[config.mk]
export PLATFORM = sky130hd
export DESIGN_NAME = uart_mirror_fifo_flat
export DESIGN_NICKNAME = d
export VERILOG_FILES = /design/src/rtl/uart_mirror_fifo_pkg.sv /design/src/rtl/uart_mirror_fifo_if.sv /design/src/rtl/sync_fifo.sv /design/src/rtl/uart_mirror_fifo.sv /design/src/flat_wrapper.sv
export SDC_FILE = /design/constraint.sdc
export NUM_CORES = 1
export LEC_CHECK = 0
export CORE_MARGIN = 5
export CORE_UTILIZATION = 40
export CTS_BUF_LIST = sky130_fd_sc_hd__clkbuf_2
export CTS_CLUSTER_DIAMETER = 200
export DETAILED_ROUTE_END_ITERATION = 7
export PLACE_DENSITY_LB_ADDON = 0.3
export SLEW_MARGIN = 10
export SYNTH_ARGS = -nofsm -noshare
export SYNTH_HDL_FRONTEND = slang
export SYNTH_SLANG_ARGS = --single-unit
[constraint.sdc]
create_clock -name clk -period 2.9 [get_ports clk]
set_clock_uncertainty 0.1 [all_clocks]
set_input_delay 0.58 -clock clk [delete_from_list [all_inputs] [get_ports clk]]
set_output_delay 0.58 -clock clk [all_outputs]
set_load 0.03 [all_outputs]
[src/rtl/uart_mirror_fifo_pkg.sv]
// Shared encodings for the UART mirror block: operating modes and the two FSM state sets.
package uart_mirror_fifo_pkg;

    typedef enum logic [1:0] {
        MODE_BYPASS = 2'd0,
        MODE_MIRROR = 2'd1,
        MODE_TAP    = 2'd2
    } mode_e;

    typedef enum logic [1:0] {
        CIDLE,
        CACK,
        CWAIT
    } cap_state_e;

    typedef enum logic [1:0] {
        TIDLE,
        TSEND,
        TWAITHI,
        TWAITLO
    } rep_state_e;

    // The reserved encoding behaves as MIRROR.
    function automatic mode_e decode_mode(logic [1:0] raw);
        case (raw)
            2'd0:    return MODE_BYPASS;
            2'd2:    return MODE_TAP;
            default: return MODE_MIRROR;
        endcase
    endfunction

endpackage

[src/rtl/uart_mirror_fifo_if.sv]
// Bundles the user-side, UART-side and status signals of the mirror block.
interface uart_mirror_fifo_if #(
    parameter int unsigned C_UART_DATA_WIDTH = 8,
    parameter int unsigned C_LEVEL_WIDTH     = 5
);
    logic [1:0]                   mode;
    logic                         clrOvf;
    logic                         rxValid;
    logic [C_UART_DATA_WIDTH-1:0] rxData;
    logic                         rxErr;
    logic                         rxAck;
    logic                         txBusy;
    logic                         txErr;
    logic                         txSend;
    logic [C_UART_DATA_WIDTH-1:0] txData;
    logic                         valid;
    logic [C_UART_DATA_WIDTH-1:0] dataIn;
    logic                         errRx;
    logic                         ack;
    logic                         busy;
    logic                         errTx;
    logic                         send;
    logic [C_UART_DATA_WIDTH-1:0] dataOut;
    logic [C_LEVEL_WIDTH-1:0]     fifoLevel;
    logic                         overflow;
    logic [1:0]                   modeActive;

    modport slave (
        input  mode, clrOvf, rxAck, txSend, txData, valid, dataIn, errRx, busy, errTx,
        output rxValid, rxData, rxErr, txBusy, txErr, ack, send, dataOut, fifoLevel,
        overflow, modeActive
    );

    modport master (
        output mode, clrOvf, rxAck, txSend, txData, valid, dataIn, errRx, busy, errTx,
        input  rxValid, rxData, rxErr, txBusy, txErr, ack, send, dataOut, fifoLevel,
        overflow, modeActive
    );
endinterface

[src/rtl/sync_fifo.sv]
// Single-clock FIFO with flush; full/empty come from the registered level.
module sync_fifo #(
    parameter int unsigned Width = 8,
    parameter int unsigned Depth = 16,
    localparam int unsigned PtrW = $clog2(Depth),
    localparam int unsigned LvlW = PtrW + 1
) (
    input  logic             clk,
    input  logic             rstb,
    input  logic             push,
    input  logic             pop,
    input  logic             flush,
    input  logic [Width-1:0] wdata,
    output logic [Width-1:0] rdata,
    output logic             full,
    output logic             empty,
    output logic [LvlW-1:0]  level
);
    logic [Width-1:0] mem_q [Depth];
    logic [PtrW-1:0]  wr_ptr_q;
    logic [PtrW-1:0]  rd_ptr_q;
    logic [LvlW-1:0]  level_q;
    logic             do_push;
    logic             do_pop;

    assign full    = (level_q == LvlW'(Depth));
    assign empty   = (level_q == '0);
    assign level   = level_q;
    assign rdata   = mem_q[rd_ptr_q];
    // A push while full is dropped even if a pop frees a slot on the same edge.
    assign do_push = push && !full;
    assign do_pop  = pop && !empty;

    always_ff @(posedge clk or negedge rstb) begin
        if (!rstb) begin
            wr_ptr_q <= '0;
            rd_ptr_q <= '0;
            level_q  <= '0;
        end else if (flush) begin
            wr_ptr_q <= '0;
            rd_ptr_q <= '0;
            level_q  <= '0;
        end else begin
            if (do_push) wr_ptr_q <= wr_ptr_q + 1'b1;
            if (do_pop)  rd_ptr_q <= rd_ptr_q + 1'b1;
            if (do_push && !do_pop) begin
                level_q <= level_q + 1'b1;
            end else if (!do_push && do_pop) begin
                level_q <= level_q - 1'b1;
            end
        end
    end

    always_ff @(posedge clk) begin
        if (do_push && !flush) mem_q[wr_ptr_q] <= wdata;
    end

endmodule

[src/rtl/uart_mirror_fifo.sv]
// UART echo bridge: captures Rx bytes into a FIFO and replays them through Tx,
// or passes everything straight through in BYPASS.
module uart_mirror_fifo
    import uart_mirror_fifo_pkg::*;
#(
    parameter int unsigned C_UART_DATA_WIDTH = 8,
    parameter int unsigned C_FIFO_DEPTH      = 16,
    parameter int unsigned C_BUSY_TIMEOUT    = 15
) (
    input logic               clk,
    input logic               rstb,
    uart_mirror_fifo_if.slave bus
);
    localparam int unsigned LvlW = $clog2(C_FIFO_DEPTH) + 1;
    localparam int unsigned CntW = (C_BUSY_TIMEOUT > 1) ? $clog2(C_BUSY_TIMEOUT) : 1;
    localparam logic [CntW-1:0] CntLast = CntW'(C_BUSY_TIMEOUT - 1);

    mode_e                        mode_q, mode_d;
    cap_state_e                   cap_q, cap_d;
    rep_state_e                   rep_q, rep_d;
    logic [C_UART_DATA_WIDTH-1:0] data_out_q, data_out_d;
    logic [CntW-1:0]              cnt_q, cnt_d;
    logic                         overflow_q, overflow_d;
    logic                         tap_q, tap_d;

    logic                         mirroring;
    logic                         mode_load;
    logic                         fifo_push, fifo_pop, fifo_flush;
    logic                         fifo_full, fifo_empty;
    logic [C_UART_DATA_WIDTH-1:0] fifo_head;
    logic [LvlW-1:0]              fifo_level;
    logic                         drop;
    logic                         ack_fsm, send_fsm;

    sync_fifo #(
        .Width (C_UART_DATA_WIDTH),
        .Depth (C_FIFO_DEPTH)
    ) u_fifo (
        .clk   (clk),
        .rstb  (rstb),
        .push  (fifo_push),
        .pop   (fifo_pop),
        .flush (fifo_flush),
        .wdata (bus.dataIn),
        .rdata (fifo_head),
        .full  (fifo_full),
        .empty (fifo_empty),
        .level (fifo_level)
    );

    assign mirroring = (mode_q != MODE_BYPASS);

    // Mode only changes between transfers; entering BYPASS discards queued bytes.
    always_comb begin
        mode_load  = (cap_q == CIDLE) && (rep_q == TIDLE);
        mode_d     = mode_load ? decode_mode(bus.mode) : mode_q;
        fifo_flush = mode_load && (mode_d == MODE_BYPASS) && mirroring;
    end

    always_comb begin
        cap_d     = cap_q;
        ack_fsm   = 1'b0;
        fifo_push = 1'b0;
        drop      = 1'b0;
        unique case (cap_q)
            CIDLE: if (bus.valid && mirroring) cap_d = CACK;
            CACK: begin
                ack_fsm = 1'b1;
                cap_d   = CWAIT;
                if (!bus.errRx) begin
                    if (fifo_full) drop = 1'b1;
                    else           fifo_push = 1'b1;
                end
            end
            CWAIT: if (!bus.valid) cap_d = CIDLE;
            default: cap_d = CIDLE;
        endcase
        overflow_d = drop ? 1'b1 : (bus.clrOvf ? 1'b0 : overflow_q);
        tap_d      = fifo_push && (mode_q == MODE_TAP);
    end

    always_comb begin
        rep_d      = rep_q;
        send_fsm   = 1'b0;
        fifo_pop   = 1'b0;
        data_out_d = data_out_q;
        cnt_d      = cnt_q;
        unique case (rep_q)
            TIDLE: begin
                if (mirroring && !fifo_empty && !bus.busy) begin
                    rep_d      = TSEND;
                    fifo_pop   = 1'b1;
                    data_out_d = fifo_head;
                end
            end
            TSEND: begin
                send_fsm = 1'b1;
                cnt_d    = '0;
                rep_d    = TWAITHI;
            end
            TWAITHI: begin
                // A Tx that never acknowledges still releases the replay path.
                if (bus.busy)              rep_d = TWAITLO;
                else if (cnt_q == CntLast) rep_d = TIDLE;
                else                       cnt_d = cnt_q + 1'b1;
            end
            TWAITLO: if (!bus.busy) rep_d = TIDLE;
            default: rep_d = TIDLE;
        endcase
    end

    always_ff @(posedge clk or negedge rstb) begin
        if (!rstb) begin
            mode_q     <= MODE_BYPASS;
            cap_q      <= CIDLE;
            rep_q      <= TIDLE;
            data_out_q <= '0;
            cnt_q      <= '0;
            overflow_q <= 1'b0;
            tap_q      <= 1'b0;
        end else begin
            mode_q     <= mode_d;
            cap_q      <= cap_d;
            rep_q      <= rep_d;
            data_out_q <= data_out_d;
            cnt_q      <= cnt_d;
            overflow_q <= overflow_d;
            tap_q      <= tap_d;
        end
    end

    always_comb begin
        bus.rxData     = bus.dataIn;
        bus.rxErr      = bus.errRx;
        bus.fifoLevel  = fifo_level;
        bus.overflow   = overflow_q;
        bus.modeActive = mode_q;
        if (!mirroring) begin
            bus.ack     = bus.rxAck;
            bus.send    = bus.txSend;
            bus.dataOut = bus.txData;
            bus.txBusy  = bus.busy;
            bus.txErr   = bus.errTx;
            bus.rxValid = bus.valid;
        end else begin
            bus.ack     = ack_fsm;
            bus.send    = send_fsm;
            bus.dataOut = data_out_q;
            bus.txBusy  = 1'b1;
            bus.txErr   = 1'b0;
            bus.rxValid = (mode_q == MODE_TAP) && tap_q;
        end
    end

endmodule

[src/flat_wrapper.sv]
// flat-port wrapper written by rule: the top's interface ports become plain ports
module uart_mirror_fifo_flat import uart_mirror_fifo_pkg::*;
#(
    parameter int unsigned C_UART_DATA_WIDTH = 8,
    parameter int unsigned C_FIFO_DEPTH      = 16,
    parameter int unsigned C_BUSY_TIMEOUT    = 15
)
  (clk, rstb, bus_mode, bus_clrOvf, bus_rxAck, bus_txSend, bus_txData, bus_valid, bus_dataIn, bus_errRx, bus_busy, bus_errTx, bus_rxValid, bus_rxData, bus_rxErr, bus_txBusy, bus_txErr, bus_ack, bus_send, bus_dataOut, bus_fifoLevel, bus_overflow, bus_modeActive);
  uart_mirror_fifo_if #(.C_UART_DATA_WIDTH(C_UART_DATA_WIDTH), .C_LEVEL_WIDTH(($clog2((16)) + 1))) bus_i ();
  input logic clk;
  input logic rstb;
  input wire logic [$bits(bus_i.mode)-1:0] bus_mode;
  input wire logic [$bits(bus_i.clrOvf)-1:0] bus_clrOvf;
  input wire logic [$bits(bus_i.rxAck)-1:0] bus_rxAck;
  input wire logic [$bits(bus_i.txSend)-1:0] bus_txSend;
  input wire logic [$bits(bus_i.txData)-1:0] bus_txData;
  input wire logic [$bits(bus_i.valid)-1:0] bus_valid;
  input wire logic [$bits(bus_i.dataIn)-1:0] bus_dataIn;
  input wire logic [$bits(bus_i.errRx)-1:0] bus_errRx;
  input wire logic [$bits(bus_i.busy)-1:0] bus_busy;
  input wire logic [$bits(bus_i.errTx)-1:0] bus_errTx;
  output wire logic [$bits(bus_i.rxValid)-1:0] bus_rxValid;
  output wire logic [$bits(bus_i.rxData)-1:0] bus_rxData;
  output wire logic [$bits(bus_i.rxErr)-1:0] bus_rxErr;
  output wire logic [$bits(bus_i.txBusy)-1:0] bus_txBusy;
  output wire logic [$bits(bus_i.txErr)-1:0] bus_txErr;
  output wire logic [$bits(bus_i.ack)-1:0] bus_ack;
  output wire logic [$bits(bus_i.send)-1:0] bus_send;
  output wire logic [$bits(bus_i.dataOut)-1:0] bus_dataOut;
  output wire logic [$bits(bus_i.fifoLevel)-1:0] bus_fifoLevel;
  output wire logic [$bits(bus_i.overflow)-1:0] bus_overflow;
  output wire logic [$bits(bus_i.modeActive)-1:0] bus_modeActive;
  assign bus_i.mode = bus_mode;
  assign bus_i.clrOvf = bus_clrOvf;
  assign bus_i.rxAck = bus_rxAck;
  assign bus_i.txSend = bus_txSend;
  assign bus_i.txData = bus_txData;
  assign bus_i.valid = bus_valid;
  assign bus_i.dataIn = bus_dataIn;
  assign bus_i.errRx = bus_errRx;
  assign bus_i.busy = bus_busy;
  assign bus_i.errTx = bus_errTx;
  assign bus_rxValid = bus_i.rxValid;
  assign bus_rxData = bus_i.rxData;
  assign bus_rxErr = bus_i.rxErr;
  assign bus_txBusy = bus_i.txBusy;
  assign bus_txErr = bus_i.txErr;
  assign bus_ack = bus_i.ack;
  assign bus_send = bus_i.send;
  assign bus_dataOut = bus_i.dataOut;
  assign bus_fifoLevel = bus_i.fifoLevel;
  assign bus_overflow = bus_i.overflow;
  assign bus_modeActive = bus_i.modeActive;
  uart_mirror_fifo #(.C_UART_DATA_WIDTH(C_UART_DATA_WIDTH), .C_FIFO_DEPTH(C_FIFO_DEPTH), .C_BUSY_TIMEOUT(C_BUSY_TIMEOUT)) u_core (.clk(clk), .rstb(rstb), .bus(bus_i));
endmodule
==> impl_summary.log, run 1 <==
[metrics] Port Buffers: 56
[metrics] Synth Area per Inst: 16.82 µm²
[metrics] startpoint-to-endpoint class of the critical path: flip-flop to output pin
[metrics] Top-Level Pins: 57
[metrics] Internal Power: 4.404 mW
[metrics] ratio of cells with drive above 1 in the final layout: 28.54%
[metrics] IR drop worst, VDD: 0.4577 mV
[metrics] vias in the first global route: 3872
[metrics] Worst EP arrival: 2070 ps
[metrics] number of distinct library cells after synthesis: 46
[metrics] die area: 19880 µm²
[metrics] Sum Neg Setup Slack: 0 ps
[metrics] area of all placed cells without fillers: 8219 µm²
[metrics] largest net degree at the start of global routing: 34
[metrics] main flop type after synthesis: sky130_fd_sc_hd__edfxtp_1
[metrics] antenna cell count: 0
[metrics] actual slew at the worst max-slew pin: 520.0 ps
[metrics] share of power burned in combinational logic: 40.1%
[metrics] number of hold violations in the final report: 0
[metrics] first-pass GRT wire length: 22380 µm
[metrics] share of power burned in the clock network: 16.0%
[metrics] overall power: 6.904 mW
[metrics] Setup violations, final: 0
[metrics] setup repair after global routing missed its margin: true
[metrics] number of maximum-capacitance constraint violations: 0
[metrics] ratio of final minimum period to clock period: 94.89%
[metrics] worst max-slew margin expressed relative to the limit: 65.33%
[metrics] PnR worst setup slack: 148.2 ps
[metrics] core outline area: 16700 µm²
[metrics] overall fraction of global-route tracks in use: 15.11%
[metrics] TritonCTS clock tree: built
[metrics] flops & latches, synth: 161
[metrics] clock latency of the later-clocked register in the worst-skew pair: 700 ps
[metrics] half-perimeter wire length after placement: 9664 µm
[metrics] maximum achievable frequency: 0.3634 GHz
[metrics] proportion of total power due to net switching: 36.21%
[metrics] GR Overflow Total: 0
[metrics] cell count after synthesis: 408
[metrics] die width: 141.0 µm
[metrics] deepest clock path buffer count: 2
[metrics] antenna-violating nets left: 0
[metrics] instance count after placement with tap cells included: 701
[metrics] DR vias: 3751
[metrics] detailed-route wire length: 14280 µm
[metrics] min cycle time layout: 2752 ps
[metrics] final weighted congestion in routability-driven placement: 0.8126
[metrics] Clock Pin Slew Worst Setup and Hold Paths: 220 ps
[metrics] Leakage Power: 2.942 nW
[metrics] cell chosen for the clock root: sky130_fd_sc_hd__clkbuf_2
[metrics] Post-DP Area: 8010 µm²
[metrics] FP Rows: 47
[metrics] classification of the worst-slack hold path: input port to asynchronous set/reset pin
[metrics] Die Height: 141.0 µm
[metrics] post-synth net total: 447
[metrics] post-synthesis async set-or-reset flop share: 20.50%
[metrics] ranking of synthesized cells by area: sky130_fd_sc_hd__edfxtp_1 (56%), sky130_fd_sc_hd__dfrtp_1 (12%), sky130_fd_sc_hd__mux4_2 (11%)
[metrics] run status: completed
[metrics] Worst Setup End Kind: output pin
[metrics] antenna violations before repair: 0
[metrics] Layout Nets: 541
[metrics] detailed-route wire length per cell: 19.42 µm
[metrics] power density normalized to cell area: 840.0 nW/µm²
[metrics] Worst EP required: 2220 ps
[metrics] initial detailed-routing violation count: 276
[metrics] initial cell density of the core: 41.09%
[metrics] Post-Place Setup Slack: -361.2 ps
[metrics] Via-to-Cell Ratio: 5.103
[metrics] synthesized cell area: 6863 µm²
[metrics] portion of synthesized cell area occupied by the leading cell type: 56.01%
[metrics] reported net switching power: 2.500 mW
[metrics] number of DRC violations after detailed routing: 0
[metrics] Flop pwr share: 43.9%
[metrics] number of flops mapped to enable cells by yosys: 128
[metrics] Final Instance Count excl. Fillers: 735
[metrics] number of buffers created by CTS: 17
[metrics] number of pins exceeding their max-slew limit in the final report: 0
[metrics] number of warning messages in the yosys log: 0
[metrics] cell type with the highest aggregate area in the netlist: sky130_fd_sc_hd__edfxtp_1
[metrics] total iterations of the first detailed-routing run: 6
[metrics] number of filler cells placed in the layout: 1466
[metrics] clock tree sinks: 161
[metrics] critical-path maximum fanout: 12
[metrics] H-tree Lvls: 4
[metrics] type of element launching the critical path: flip-flop
[metrics] sequential element share of the synthesized area: 68.04%
[metrics] Area growth, synth to finish: 19.76%
[flip-flops by register name, indices dropped and copies added (netlist names)]
| register | flops |
|---|---|
| u_core.bus.modeActive | 2 |
| u_core.bus.overflow | 1 |
| u_core.cap_q | 2 |
| u_core.cnt_q | 4 |
| u_core.data_out_q | 8 |
| u_core.rep_q | 2 |
| u_core.tap_q | 1 |
| u_core.u_fifo.level | 5 |
| u_core.u_fifo.mem_q | 128 |
| u_core.u_fifo.rd_ptr_q | 4 |
| u_core.u_fifo.wr_ptr_q | 4 |
[final timing paths]
kind / from / slack [ps] / cells past startpoint / end
setup reg to reg: u_core.u_fifo.level[1] / 200 / 9 / u_core.u_fifo.level[4]
hold / removal: rstb / 140 / 2 / u_core.u_fifo.level[3]
hold reg to reg: u_core.data_out_q[1] / 410 / 2 / u_core.data_out_q[1]
setup / recovery: u_core.bus.modeActive[0] / 150 / 4 / bus_dataOut[4]
min in group clk: bus_clrOvf / 320 / 2 / u_core.bus.overflow
max in group asynchronous: rstb / 2210 / 2 / u_core.rep_q[1]
[cell families after synthesis]
| kind of cell | synth area share, % |
|---|---|
| DFF | 68.04 |
| adders and majority gates | 2.297 |
| xor gates and xnor gates | 0.7659 |
| buffers and inverters | 3.300 |
| AOI/OAI and AO/OA | 2.972 |
| muxes | 15.88 |
| and+or+nand+nor | 6.746 |
[stage by stage]
step                utilization (%)  hold WS (ps)
floorplan                         -         184.4
global placement              47.96         363.7
detailed placement            47.96         374.3
CTS                           49.27         65.00
global route                  49.21         84.87
finish                        49.21         144.0
[power by group through the flow]
stage | sequential, mW | clock (mW) | combinational (mW)
2_1_floorplan | 3.03 | 0 | 1.92
3_3_place_gp | 3.09 | 0 | 2.76
3_5_place_dp | 3.10 | 0 | 2.82
4_1_cts | 3.04 | 1.15 | 2.82
5_1_grt | 3.08 | 1.25 | 3.01
6_report | 3.03 | 1.10 | 2.77
[cell usage after synthesis, types with 4 or more instances]
| cell | number |
|---|---|
| sky130_fd_sc_hd__o21ai_0 | 4 |
| sky130_fd_sc_hd__or3_1 | 5 |
| sky130_fd_sc_hd__nand2_1 | 23 |
| sky130_fd_sc_hd__clkbuf_1 | 6 |
| sky130_fd_sc_hd__mux2_2 | 14 |
| sky130_fd_sc_hd__a21oi_1 | 7 |
| sky130_fd_sc_hd__nor4_1 | 6 |
| sky130_fd_sc_hd__nand3_1 | 8 |
| sky130_fd_sc_hd__ha_1 | 11 |
| sky130_fd_sc_hd__buf_4 | 14 |
| sky130_fd_sc_hd__mux4_2 | 32 |
| sky130_fd_sc_hd__o21ai_1 | 11 |
| sky130_fd_sc_hd__nor2_1 | 17 |
| sky130_fd_sc_hd__mux2i_1 | 20 |
| sky130_fd_sc_hd__inv_1 | 12 |
| sky130_fd_sc_hd__dfrtp_1 | 33 |
| sky130_fd_sc_hd__and2_1 | 10 |
| sky130_fd_sc_hd__edfxtp_1 | 128 |
| sky130_fd_sc_hd__buf_2 | 7 |
[final cells by class]
| type | count | area [µm²] | share of cell area, % |
|---|---|---|---|
| clock buffers | 19 | 95.09 | 1.157 |
| clock inverters | 13 | 110.1 | 1.340 |
| inverters | 13 | 48.80 | 0.5937 |
| multi-input cells | 205 | 2012 | 24.48 |
| flip-flops and latches | 161 | 4671 | 56.83 |
| well taps | 220 | 275.3 | 3.349 |
| repair buffers | 104 | 1007 | 12.25 |
[metal layers]
metal	up-vias	wire (µm)	global-route usage [%]
li1	1759	-	-
met1	1877	6164	20.06
met2	98	6980	24.32
met3	17	867	3.894
met4	0	263	5.252
met5	-	0	0
[timing repair]
| action | 4_1_cts | 5_1_grt |
|---|---|---|
| setup endpoints to repair | 12 | 10 |
| hold buffers | 0 | 0 |
| buffers inserted | 2 | 0 |
| resized for setup | 23 | 10 |
| endpoints found under the hold margin | 0 | 0 |
[placed cells by master (no fill, tap or decap), types with 7 or more instances in the layout]
master and count:
sky130_fd_sc_hd__dfrtp_1 32, sky130_fd_sc_hd__buf_4 40, sky130_fd_sc_hd__ha_1 11, sky130_fd_sc_hd__mux4_2 32, sky130_fd_sc_hd__mux2_2 14, sky130_fd_sc_hd__o21ai_1 11, sky130_fd_sc_hd__nor2_1 16, sky130_fd_sc_hd__nand2_1 23
sky130_fd_sc_hd__a21oi_1 7, sky130_fd_sc_hd__and2_1 10, sky130_fd_sc_hd__nand3_1 8, sky130_fd_sc_hd__inv_1 11, sky130_fd_sc_hd__mux2i_1 20, sky130_fd_sc_hd__edfxtp_1 128, sky130_fd_sc_hd__clkdlybuf4s50_1 42, sky130_fd_sc_hd__buf_12 8
sky130_fd_sc_hd__clkbuf_2 23
[worst max-delay path, stage by stage, from the launching register on]
cell and delay [ps]:
sky130_fd_sc_hd__dfrtp_1 440, sky130_fd_sc_hd__nor2_2 150, sky130_fd_sc_hd__buf_6 170, sky130_fd_sc_hd__mux2_2 340, sky130_fd_sc_hd__clkdlybuf4s15_2 280
(Power assumes the default switching activity.)
==> run 2, diff against run 1 <==
--- a/config.mk
+++ b/config.mk
@@ -11,6 +11,7 @@
 export CTS_CLUSTER_DIAMETER = 200
 export DETAILED_ROUTE_END_ITERATION = 7
 export PLACE_DENSITY_LB_ADDON = 0.3
+export SETUP_SLACK_MARGIN = 0.4
 export SLEW_MARGIN = 10
 export SYNTH_ARGS = -nofsm -noshare
 export SYNTH_HDL_FRONTEND = slang
==> impl_summary.log, run 2 (synthesis results as in run 1) <==
[metrics] antenna violations before repair: 0 (unchanged)
[metrics] global route hottest layer: met2
[metrics] detailed-route wire length per cell: 18.73 µm (-3.5%)
[metrics] vias in the first global route: 3844 (-0.72%)
[metrics] Flop pwr share: 42.2% (-1.7 points)
[metrics] Clock Pin Slew Worst Setup and Hold Paths: 220 ps (about the same)
[metrics] share of power burned in combinational logic: 43.7% (+3.6 points)
[metrics] classification of the worst-slack hold path: input port to asynchronous set/reset pin
[metrics] ratio of cells with drive above 1 in the final layout: 33.71% (+5.2 points)
[metrics] Layout Nets: 554 (+2.4%)
[metrics] number of hold violations in the final report: 0 (unchanged)
[metrics] initial cell density of the core: 41.09% (unchanged)
[metrics] number of DRC violations after detailed routing: 0 (unchanged)
[metrics] maximum achievable frequency: 0.3868 GHz (+6.4%)
[metrics] startpoint-to-endpoint class of the critical path: flip-flop to output pin
[metrics] CP dominant cell by count: sky130_fd_sc_hd__buf_6
[metrics] total iterations of the first detailed-routing run: 4 (-2)
[metrics] ratio of final minimum period to clock period: 89.15% (-5.7 points)
[metrics] overall fraction of global-route tracks in use: 14.50% (-0.61 points)
[metrics] Area growth, synth to finish: 22.44%
[metrics] antenna-violating nets left: 0 (unchanged)
[metrics] count of buffering cells on the critical path with inverters included: 2 (unchanged)
[metrics] routing usage on met1: 19.96% (-0.099 points)
[metrics] Leakage Power: 3.077 nW (+4.6%)
[metrics] Sum Neg Setup Slack: 0 ps (unchanged)
[metrics] half-perimeter wire length after placement: 9448 µm (-2.2%)
[metrics] Post-Place Setup Slack: -265.2 ps (+96.00 ps)
[metrics] Via-to-Cell Ratio: 5.142 (+0.75%)
[metrics] area of all placed cells without fillers: 8403 µm² (+2.2%)
[metrics] cell family with the largest share of critical-path delay: flip-flops
[metrics] Die Height: 141.0 µm (unchanged)
[metrics] Critical Path, Cell by Cell: nor2_4, buf_6, mux2_4, buf_6
[metrics] detailed-route wire length: 14010 µm (-1.8%)
[metrics] Worst Setup End Kind: output pin
[metrics] largest net degree at the start of global routing: 28 (-18%)
[metrics] Worst EP arrival: 1910 ps (-160 ps)
[metrics] cell chosen for the clock root: sky130_fd_sc_hd__clkbuf_2
[metrics] die width: 141.0 µm (unchanged)
[metrics] most frequent cells in the layout: sky130_fd_sc_hd__edfxtp_1 (128), sky130_fd_sc_hd__buf_4 (53), sky130_fd_sc_hd__clkdlybuf4s50_1 (33), sky130_fd_sc_hd__mux4_2 (32), sky130_fd_sc_hd__dfrtp_1 (30)
[metrics] most common cell after layout, fill and taps aside: sky130_fd_sc_hd__edfxtp_1
[metrics] met3 GRT Util: 4.301% (+0.41 points)
[metrics] register containing the most flip-flops in the final layout: u_core.u_fifo.mem_q
[metrics] worst max-slew margin expressed relative to the limit: 52.13% (-13 points)
[metrics] antenna cell count: 0 (unchanged)
[metrics] number of flip-flops in the largest register: 128 (unchanged)
[metrics] Top-Level Pins: 57 (unchanged)
[metrics] power density normalized to cell area: 856.6 nW/µm² (+2.0%)
[metrics] run status: completed
[metrics] clock tree sinks: 161 (unchanged)
[metrics] Internal Power: 4.578 mW (+3.9%)
[metrics] setup repair after global routing missed its margin: true
[metrics] proportion of total power due to net switching: 36.40% (+0.19 points)
[metrics] share of power burned in the clock network: 14.1% (-1.9 points)
[metrics] number of filler cells placed in the layout: 1417 (-3.3%)
[metrics] FP Rows: 47 (unchanged)
[metrics] IR drop worst, VDD: 0.5304 mV (+16%)
[metrics] H-tree Lvls: 4 (unchanged)
[metrics] core outline area: 16700 µm² (unchanged)
[metrics] Final Instance Count excl. Fillers: 748 (+1.8%)
[metrics] DR vias: 3846 (+2.5%)
[metrics] cell type of the slowest stage on the worst timing path: sky130_fd_sc_hd__dfrtp_1
[metrics] Port Buffers: 56 (unchanged)
[metrics] met2 Resource Use GR: 22.93% (-1.4 points)
[metrics] die area: 19880 µm² (unchanged)
[metrics] min cycle time layout: 2585 ps (-166.5 ps)
[metrics] first-pass GRT wire length: 21910 µm (-2.1%)
[metrics] clock latency of the later-clocked register in the worst-skew pair: 690 ps (about the same)
[metrics] initial detailed-routing violation count: 213 (-23%)
[metrics] deepest clock path buffer count: 2 (unchanged)
[metrics] final core occ: 50.31% (+1.1 points)
[metrics] number of buffers created by CTS: 17 (unchanged)
[metrics] instance count after placement with tap cells included: 697 (-0.57%)
[metrics] maximum cell stage delay along the critical path: 460 ps (+20 ps)
[metrics] Post-DP Area: 7998 µm² (-0.16%)
[metrics] actual slew at the worst max-slew pin: 718.1 ps (+198.1 ps)
[metrics] critical-path maximum fanout: 6 (-6)
[metrics] final weighted congestion in routability-driven placement: 0.8400 (+3.4%)
[metrics] Setup violations, final: 0 (unchanged)
[metrics] GR Overflow Total: 0 (unchanged)
[metrics] Worst EP required: 2220 ps (about the same)
[metrics] number of maximum-capacitance constraint violations: 0 (unchanged)
[metrics] number of pins exceeding their max-slew limit in the final report: 0 (unchanged)
[metrics] PnR worst setup slack: 314.7 ps (+166.5 ps)
[metrics] reported net switching power: 2.620 mW (+4.8%)
[metrics] type of element launching the critical path: flip-flop
[metrics] TritonCTS clock tree: built
[run 2: layout make-up]
| class | instances | area (µm²) | area share (%) |
|---|---|---|---|
| Clock buffer | 17 | 85.08 | 1.013 |
| Timing Repair Buffer | 117 | 1099 | 13.07 |
| Clock inverter | 15 | 107.6 | 1.281 |
| Sequential cell | 161 | 4673 | 55.61 |
| Inverter | 13 | 53.80 | 0.6403 |
| Multi-Input combinational cell | 205 | 2110 | 25.10 |
| Tap cell | 220 | 275.3 | 3.276 |
[run 2: repair_timing]
action                                  in CTS  in global routing
endpoints found under the setup margin      25                 15
setup buffers                               13                  5
pin swaps                                    7                  7
hold endpoints to repair                     0                  0
resized for setup                           86                 48
hold buffers                                 0                  0
cloned                                       0                  1
[run 2: metal layers]
layer	vias up	routed length (µm)
li1	1784	-
met3	9	757
met1	1962	6358
met2	91	6711
met5	-	0
met4	0	184
[run 2: final timing paths]
kind	slack, ps	cells past startpoint	startpoint	to
setup / recovery	310	4	u_core.bus.modeActive[1]	bus_dataOut[0]
min in group clk	350	2	bus_clrOvf	u_core.bus.overflow
hold / removal	90	1	rstb	u_core.u_fifo.level[2]
setup reg to reg	390	10	u_core.cap_q[1]	u_core.u_fifo.level[4]
max in group asynchronous	1900	2	rstb	u_core.data_out_q[0]
hold reg to reg	420	2	u_core.data_out_q[0]	u_core.data_out_q[0]
[run 2: through the flow]
stage / power, mW / hold WS (ps)
after floorplan: 5.001 / 184.4
after detailed placement: 5.956 / 385.9
after CTS: 6.997 / 12.03
after global placement: 5.889 / 368.0
after global routing: 7.648 / 51.31
final: 7.198 / 94.39
[run 2: power groups by stage]
stage                     logic [mW]  registers [mW]  clock network [mW]
final                           3.15            3.04                1.01
after global routing            3.40            3.08                1.16
after CTS                       2.90            3.04                1.06
after detailed placement        2.83            3.13                   0
after global placement          2.77            3.12                   0
after floorplan                 1.97            3.03                   0
